[config.mk]
export PLATFORM = sky130hd
export DESIGN_NAME = fetch_stage_flat
export DESIGN_NICKNAME = d
export VERILOG_FILES = /design/src/rtl/fetch_if.sv /design/src/rtl/fetch_stage.sv /design/src/flat_wrapper.sv
export SDC_FILE = /design/constraint.sdc
export NUM_CORES = 1
export LEC_CHECK = 0
export BUFFER_PORTS_ARGS = -buffer_cell sky130_fd_sc_hd__buf_2
export CAP_MARGIN = 10
export CORE_UTILIZATION = 50
export DETAILED_ROUTE_END_ITERATION = 7
export PLACE_DENSITY = 0.81
export SLEW_MARGIN = 20
export SYNTH_ARGS = -nofsm -noshare
export SYNTH_HDL_FRONTEND = slang
export SYNTH_SLANG_ARGS = --single-unit
[constraint.sdc]
create_clock -name clk -period 3.2 [get_ports clk]
set_clock_uncertainty 0.2 [all_clocks]
set_input_delay 0.32 -clock clk [delete_from_list [all_inputs] [get_ports clk]]
set_output_delay 0.32 -clock clk [all_outputs]
set_load 0.005 [all_outputs]
[src/rtl/fetch_if.sv]
// Fetch-stage bundle: redirect/stall controls, instruction memory port and IF/ID outputs.
interface fetch_if #(
  parameter int ADDR_W  = 9,
  parameter int INSTR_W = 32
);
  logic               stall_i;
  logic               branch_taken_i;
  logic [ADDR_W-1:0]  branch_target_i;
  logic [ADDR_W-1:0]  imem_addr_o;
  logic [INSTR_W-1:0] imem_rdata_i;
  logic [INSTR_W-1:0] ifid_instr_o;
  logic [ADDR_W-1:0]  ifid_pc_o;
  logic               ifid_valid_o;
  logic               halt_o;
  logic [31:0]        fetch_count_o;

  modport slave (
    input  stall_i, branch_taken_i, branch_target_i, imem_rdata_i,
    output imem_addr_o, ifid_instr_o, ifid_pc_o, ifid_valid_o, halt_o, fetch_count_o
  );

  modport master (
    output stall_i, branch_taken_i, branch_target_i, imem_rdata_i,
    input  imem_addr_o, ifid_instr_o, ifid_pc_o, ifid_valid_o, halt_o, fetch_count_o
  );
endinterface

[src/rtl/fetch_stage.sv]
// Instruction fetch: PC, sync-read imem with one in-flight slot, stall replay,
// branch redirect, HALT detection and a saturating delivered-instruction counter.
module fetch_stage #(
  parameter int                 ADDR_W     = 9,
  parameter int                 INSTR_W    = 32,
  parameter logic [INSTR_W-1:0] NOP_INSTR  = '0,
  parameter logic [INSTR_W-1:0] HALT_INSTR = '1
) (
  input logic     clk,
  input logic     rst,
  fetch_if.slave  bus
);
  typedef enum logic {RUN, HALTED} state_e;

  state_e             state_q, state_d;
  logic [ADDR_W-1:0]  pc_q, pc_d;
  logic [ADDR_W-1:0]  inflight_pc_q, inflight_pc_d;
  logic               inflight_valid_q, inflight_valid_d;
  logic [INSTR_W-1:0] ifid_instr_q, ifid_instr_d;
  logic [ADDR_W-1:0]  ifid_pc_q, ifid_pc_d;
  logic               ifid_valid_q, ifid_valid_d;
  logic [31:0]        fetch_count_q, fetch_count_d;
  logic               capture;
  logic               halt_hit;

  // An IF/ID load that takes real memory data this edge.
  assign capture  = !bus.branch_taken_i && !bus.stall_i && (state_q == RUN) && inflight_valid_q;
  assign halt_hit = capture && (bus.imem_rdata_i == HALT_INSTR);

  always_ff @(posedge clk) begin
    if (rst) begin
      state_q          <= RUN;
      pc_q             <= '0;
      inflight_pc_q    <= '0;
      inflight_valid_q <= 1'b0;
      ifid_instr_q     <= NOP_INSTR;
      ifid_pc_q        <= '0;
      ifid_valid_q     <= 1'b0;
      fetch_count_q    <= '0;
    end else begin
      state_q          <= state_d;
      pc_q             <= pc_d;
      inflight_pc_q    <= inflight_pc_d;
      inflight_valid_q <= inflight_valid_d;
      ifid_instr_q     <= ifid_instr_d;
      ifid_pc_q        <= ifid_pc_d;
      ifid_valid_q     <= ifid_valid_d;
      fetch_count_q    <= fetch_count_d;
    end
  end

  always_comb begin
    state_d = state_q;
    if (bus.branch_taken_i) state_d = RUN;
    else if (halt_hit)      state_d = HALTED;
  end

  always_comb begin
    pc_d             = pc_q;
    inflight_pc_d    = inflight_pc_q;
    inflight_valid_d = inflight_valid_q;
    ifid_instr_d     = ifid_instr_q;
    ifid_pc_d        = ifid_pc_q;
    ifid_valid_d     = ifid_valid_q;
    fetch_count_d    = fetch_count_q;

    // While stalled the memory must re-present the held in-flight word.
    bus.imem_addr_o = (bus.stall_i && state_q == RUN) ? inflight_pc_q : pc_q;

    if (bus.branch_taken_i) begin
      pc_d             = bus.branch_target_i;
      inflight_valid_d = 1'b0;
      ifid_instr_d     = NOP_INSTR;
      ifid_valid_d     = 1'b0;
    end else if (!bus.stall_i) begin
      if (state_q == RUN) begin
        ifid_instr_d = inflight_valid_q ? bus.imem_rdata_i : NOP_INSTR;
        ifid_pc_d    = inflight_pc_q;
        ifid_valid_d = inflight_valid_q;
        if (halt_hit) begin
          inflight_valid_d = 1'b0;
        end else begin
          inflight_pc_d    = pc_q;
          inflight_valid_d = 1'b1;
          pc_d             = pc_q + ADDR_W'(1);
        end
      end else begin
        ifid_instr_d = NOP_INSTR;
        ifid_valid_d = 1'b0;
      end
    end

    if (capture && fetch_count_q != 32'hFFFF_FFFF)
      fetch_count_d = fetch_count_q + 32'd1;
  end

  assign bus.ifid_instr_o  = ifid_instr_q;
  assign bus.ifid_pc_o     = ifid_pc_q;
  assign bus.ifid_valid_o  = ifid_valid_q;
  assign bus.halt_o        = (state_q == HALTED);
  assign bus.fetch_count_o = fetch_count_q;
endmodule

[src/flat_wrapper.sv]
// flat-port wrapper written by rule: the top's interface ports become plain ports
module fetch_stage_flat 
#(
  parameter int                 ADDR_W     = 9,
  parameter int                 INSTR_W    = 32,
  parameter logic [INSTR_W-1:0] NOP_INSTR  = '0,
  parameter logic [INSTR_W-1:0] HALT_INSTR = '1
)
  (clk, rst, bus_stall_i, bus_branch_taken_i, bus_branch_target_i, bus_imem_rdata_i, bus_imem_addr_o, bus_ifid_instr_o, bus_ifid_pc_o, bus_ifid_valid_o, bus_halt_o, bus_fetch_count_o);
  fetch_if #(.ADDR_W(ADDR_W), .INSTR_W(INSTR_W)) bus_i ();
  input logic clk;
  input logic rst;
  input wire logic [$bits(bus_i.stall_i)-1:0] bus_stall_i;
  input wire logic [$bits(bus_i.branch_taken_i)-1:0] bus_branch_taken_i;
  input wire logic [$bits(bus_i.branch_target_i)-1:0] bus_branch_target_i;
  input wire logic [$bits(bus_i.imem_rdata_i)-1:0] bus_imem_rdata_i;
  output wire logic [$bits(bus_i.imem_addr_o)-1:0] bus_imem_addr_o;
  output wire logic [$bits(bus_i.ifid_instr_o)-1:0] bus_ifid_instr_o;
  output wire logic [$bits(bus_i.ifid_pc_o)-1:0] bus_ifid_pc_o;
  output wire logic [$bits(bus_i.ifid_valid_o)-1:0] bus_ifid_valid_o;
  output wire logic [$bits(bus_i.halt_o)-1:0] bus_halt_o;
  output wire logic [$bits(bus_i.fetch_count_o)-1:0] bus_fetch_count_o;
  assign bus_i.stall_i = bus_stall_i;
  assign bus_i.branch_taken_i = bus_branch_taken_i;
  assign bus_i.branch_target_i = bus_branch_target_i;
  assign bus_i.imem_rdata_i = bus_imem_rdata_i;
  assign bus_imem_addr_o = bus_i.imem_addr_o;
  assign bus_ifid_instr_o = bus_i.ifid_instr_o;
  assign bus_ifid_pc_o = bus_i.ifid_pc_o;
  assign bus_ifid_valid_o = bus_i.ifid_valid_o;
  assign bus_halt_o = bus_i.halt_o;
  assign bus_fetch_count_o = bus_i.fetch_count_o;
  fetch_stage #(.ADDR_W(ADDR_W), .INSTR_W(INSTR_W), .NOP_INSTR(NOP_INSTR), .HALT_INSTR(HALT_INSTR)) u_core (.clk(clk), .rst(rst), .bus(bus_i));
endmodule
==> impl_metrics.py <==
metrics = {
    "logic_synthesis": {
        "mappedNetlistArea_um2": 4150,
        "syn_nets": 528,
        "synthCells": 481,
        "ys_ff_latch": 94,
        "yosysSeqAreaShare_pct": 45.4,
        "yosysUniqueCellTypes": 46,
        "synth-warning-count": 0,
        "avgSynthCellArea_um2": 8.62,
    },
    "floorplanning": {
        "die_x_um": 93.1,
        "rows": 32,
        "dieArea_um2": 8660,
        "start_util_pct": 52.6,
        "core_um2": 7890,
        "die_h_um": 93.1,
        "num_io_pins": 129,
    },
    "clocking": {
        "cts.sinks": 94,
        "clock-root-buffer": "clkbuf_8",
        "cts_resized": 0,
        "cts.path.max_buffers": 2,
        "cts_tree": "built",
        "clkSlewWorstSetupHoldPaths_ns": 0.09,
        "htreeDepth": 3,
        "clk_latency_ns": 0.36,
        "cts_buffers": 9,
    },
    "routing": {
        "vias": 4054,
        "drt_iter0_drc": 180,
        "drt_wl_total_um": 10400,
        "vias_per_cell": 5.74,
        "dr.pass1.iters": 5,
        "wl_per_cell_um": 14.8,
        "drc": 0,
        "ant_nets": 0,
    },
    "sta": {
        "grt_setup_unrepaired": "false",
        "max_clock_freq_mhz": 401,
        "setup_viol": 0,
        "hold_ws_ns": 0.00573,
        "tightest_slew_ns": 0.701,
        "period_share_pct": 77.9,
        "hold_viol": 0,
        "slew_viol_final": 0,
        "slew-limit-headroom_pct": 53.1,
        "fin_ws_ns": 0.708,
        "fin_setup_tns_ns": 0,
        "fin_crit_ns": 2.49,
    },
    "outcome": {
        "outcome": "completed",
    },
    "grt": {
        "grt.total_usage_pct": 24.9,
        "grt_pass1_wl_um": 17100,
        "grt_max_degree": 36,
        "antenna_found_initial": 0,
        "grt_pass1_vias": 3694,
        "grt_overflow_total": 0,
    },
    "cells_and_area": {
        "diodes": 0,
        "drive_gt1_share_pct": 28.5,
        "seq_area_um2": 1880,
        "fill_cells": 673,
        "final_cell_area_um2": 5070,
        "layout.nets": 646,
        "multi_input_area_um2": 2080,
        "areaGrowthSynthToFinish_pct": 22.4,
    },
    "setup_path": {
        "cp.depth": 5,
        "reg2reg_depth": 5,
        "path_cells": "nand4_1, nor2_1, nand4_1, or3_1, a21oi_1",
        "slowest_stage": "nor2_1",
        "critPathKind": "register to register",
        "critPathMaxFanout": 11,
        "start_kind": "register",
        "critical_path.n_buffers_inverters": 0,
        "crit_family": "simple AND/OR/NAND/NOR gates",
        "worstPathRequired_ns": 3.29,
        "cp_common_cell": "nand4_1",
        "cp.arrival_ns": 2.58,
        "cp-end-kind": "register",
        "cpPeakStageDelay_ns": 0.61,
    },
    "placed_design": {
        "place.port_buffers": 128,
        "place_hpwl_um": 7360,
        "dpl_cell_area_um2": 4850,
        "pre_cts_ws_ns": 0.647,
        "gp_congestion": 0.810,
    },
    "power_and_ir_drop": {
        "peakVddDrop_mv": 0.265,
        "power.density_nw_per_um2": 427,
        "p_leak_uw": 0.00210,
    },
    "worst_hold_path": {
        "hold_depth": 3,
        "min_path_type": "input pin to register",
    },
    "job": {
        "maxCapViolCount": 0,
    },
}
-- stage by stage --
stage                     total power [µW]  util, %  std cells
after floorplan                       1320        -        481
after CTS                             2180     64.2        705
final                                 2170     64.3        706
after detailed placement              1380     61.5        688
after global routing                  2250     64.3        706
after global placement                1380     61.5        688
-- final cells by class --
type	count	share of cell area, %
Clock buffer	13	3.13
Clock inverter	3	0.838
Inverter	18	1.33
Multi-Input combinational cell	338	40.9
Sequential cell	94	37.1
Tap cell	102	2.51
Timing Repair Buffer	138	14.2
-- logic make-up (layout without fill, tap and decap cells) --
logic type               count (synthesis)  count (layout)  share of synthesized area, %
AO/OA/AOI/OAI                          123             123                          18.8
adder cells (fa/ha/maj)                  2               2                         0.603
AND/OR/NAND/NOR                        190             190                          24.8
XOR/XNOR                                 2               2                         0.423
flip-flops                              94              94                          45.4
multiplexers                            21              21                          5.40
buffers and inverters                   49             172                          4.59
-- metal layers --
layer / global-route usage [%] / wire length (µm)
met3: 5.77 / 635
met4: 9.74 / 183
met2: 41.8 / 5190
met1: 30.8 / 4420
met5: 0 / 0
-- worst reg2reg max path, cell delays in order, from the launching register on --
cell and delay (ns):
dfxtp_1 0.43, nand4_1 0.21, nor2_1 0.61, nand4_1 0.41, or3_1 0.41, a21oi_1 0.16
-- placed cells by master (no fill, tap or decap), types with 4 or more instances in the layout --
| master | n |
|---|---|
| buf_4 | 8 |
| and4b_1 | 4 |
| nand2b_1 | 4 |
| a21oi_1 | 46 |
| a2111oi_0 | 4 |
| and4_1 | 6 |
| dfxtp_1 | 94 |
| nand2_1 | 35 |
| nand4_1 | 19 |
| buf_2 | 128 |
| inv_1 | 18 |
| o31ai_1 | 5 |
| and3_1 | 9 |
| clkbuf_8 | 11 |
| nand3_1 | 10 |
| o21ai_0 | 20 |
| mux2i_1 | 10 |
| mux2_2 | 11 |
| or4_1 | 5 |
| nor2b_1 | 4 |
| or3_1 | 21 |
| nor2_1 | 55 |
| a22oi_1 | 32 |
-- synth_stat cells, drive strengths merged --
cell type,n,area [µm²]
nand3,10,50.1
ha,2,25.0
or2,2,12.5
o31ai,5,37.5
clkbuf,26,97.6
nor4,5,52.6
a31o,1,8.76
nand2b,4,25.0
inv,18,67.6
nand2,35,131
nand4,19,119
nor2b,4,25.0
and4b,4,40.0
o31a,3,26.3
a21oi,46,230
xor2,1,8.76
or4b,1,10.0
a211oi,3,22.5
a2111oi,4,35.0
a31oi,3,18.8
and2,3,18.8
nor3,5,41.3
o21ba,1,10.0
mux2,11,124
and4,6,52.6
o21a,1,7.51
and3,9,56.3
xnor2,1,8.76
or4,5,37.5
a22oi,32,240
mux2i,10,100
o2111ai,2,23.8
nor2,56,218
o21ai,20,100
dfxtp,94,1880
buf,5,25.0
nor4b,1,8.76
a221oi,1,8.76
a41oi,1,8.76
or3,21,131
-- registers in the layout, summed over array words and instances (netlist names) --
register                  flops
u_core.bus.ifid_pc_o          9
u_core.bus.fetch_count_o     32
u_core.inflight_pc_q          9
u_core.inflight_valid_q       1
u_core.bus.ifid_valid_o       1
u_core.bus.ifid_instr_o      32
u_core.bus.halt_o             1
u_core.pc_q                   9
-- timing repair --
action                    CTS  global route
hold endpoints to repair    1             1
hold buffers                1             1
buffers inserted            0             0
-- report_power, final --
group / internal (µW) / switching [µW] / total [µW]
clock network: 404 / 404 / 808
registers: 1190 / 17.9 / 1200
logic: 68.2 / 87.1 / 155
total: 1660 / 509 / 2170
-- worst paths after layout --
path,from,endpoint,slack [ns]
min,bus_imem_rdata_i[7],u_core.bus.ifid_instr_o[7],0.006
max reg2reg,u_core.bus.fetch_count_o[3],u_core.bus.fetch_count_o[18],0.71
max,u_core.bus.fetch_count_o[3],u_core.bus.fetch_count_o[18],0.71
min reg2reg,u_core.bus.ifid_pc_o[6],u_core.bus.ifid_pc_o[6],0.26
(Power assumes the default switching activity.)
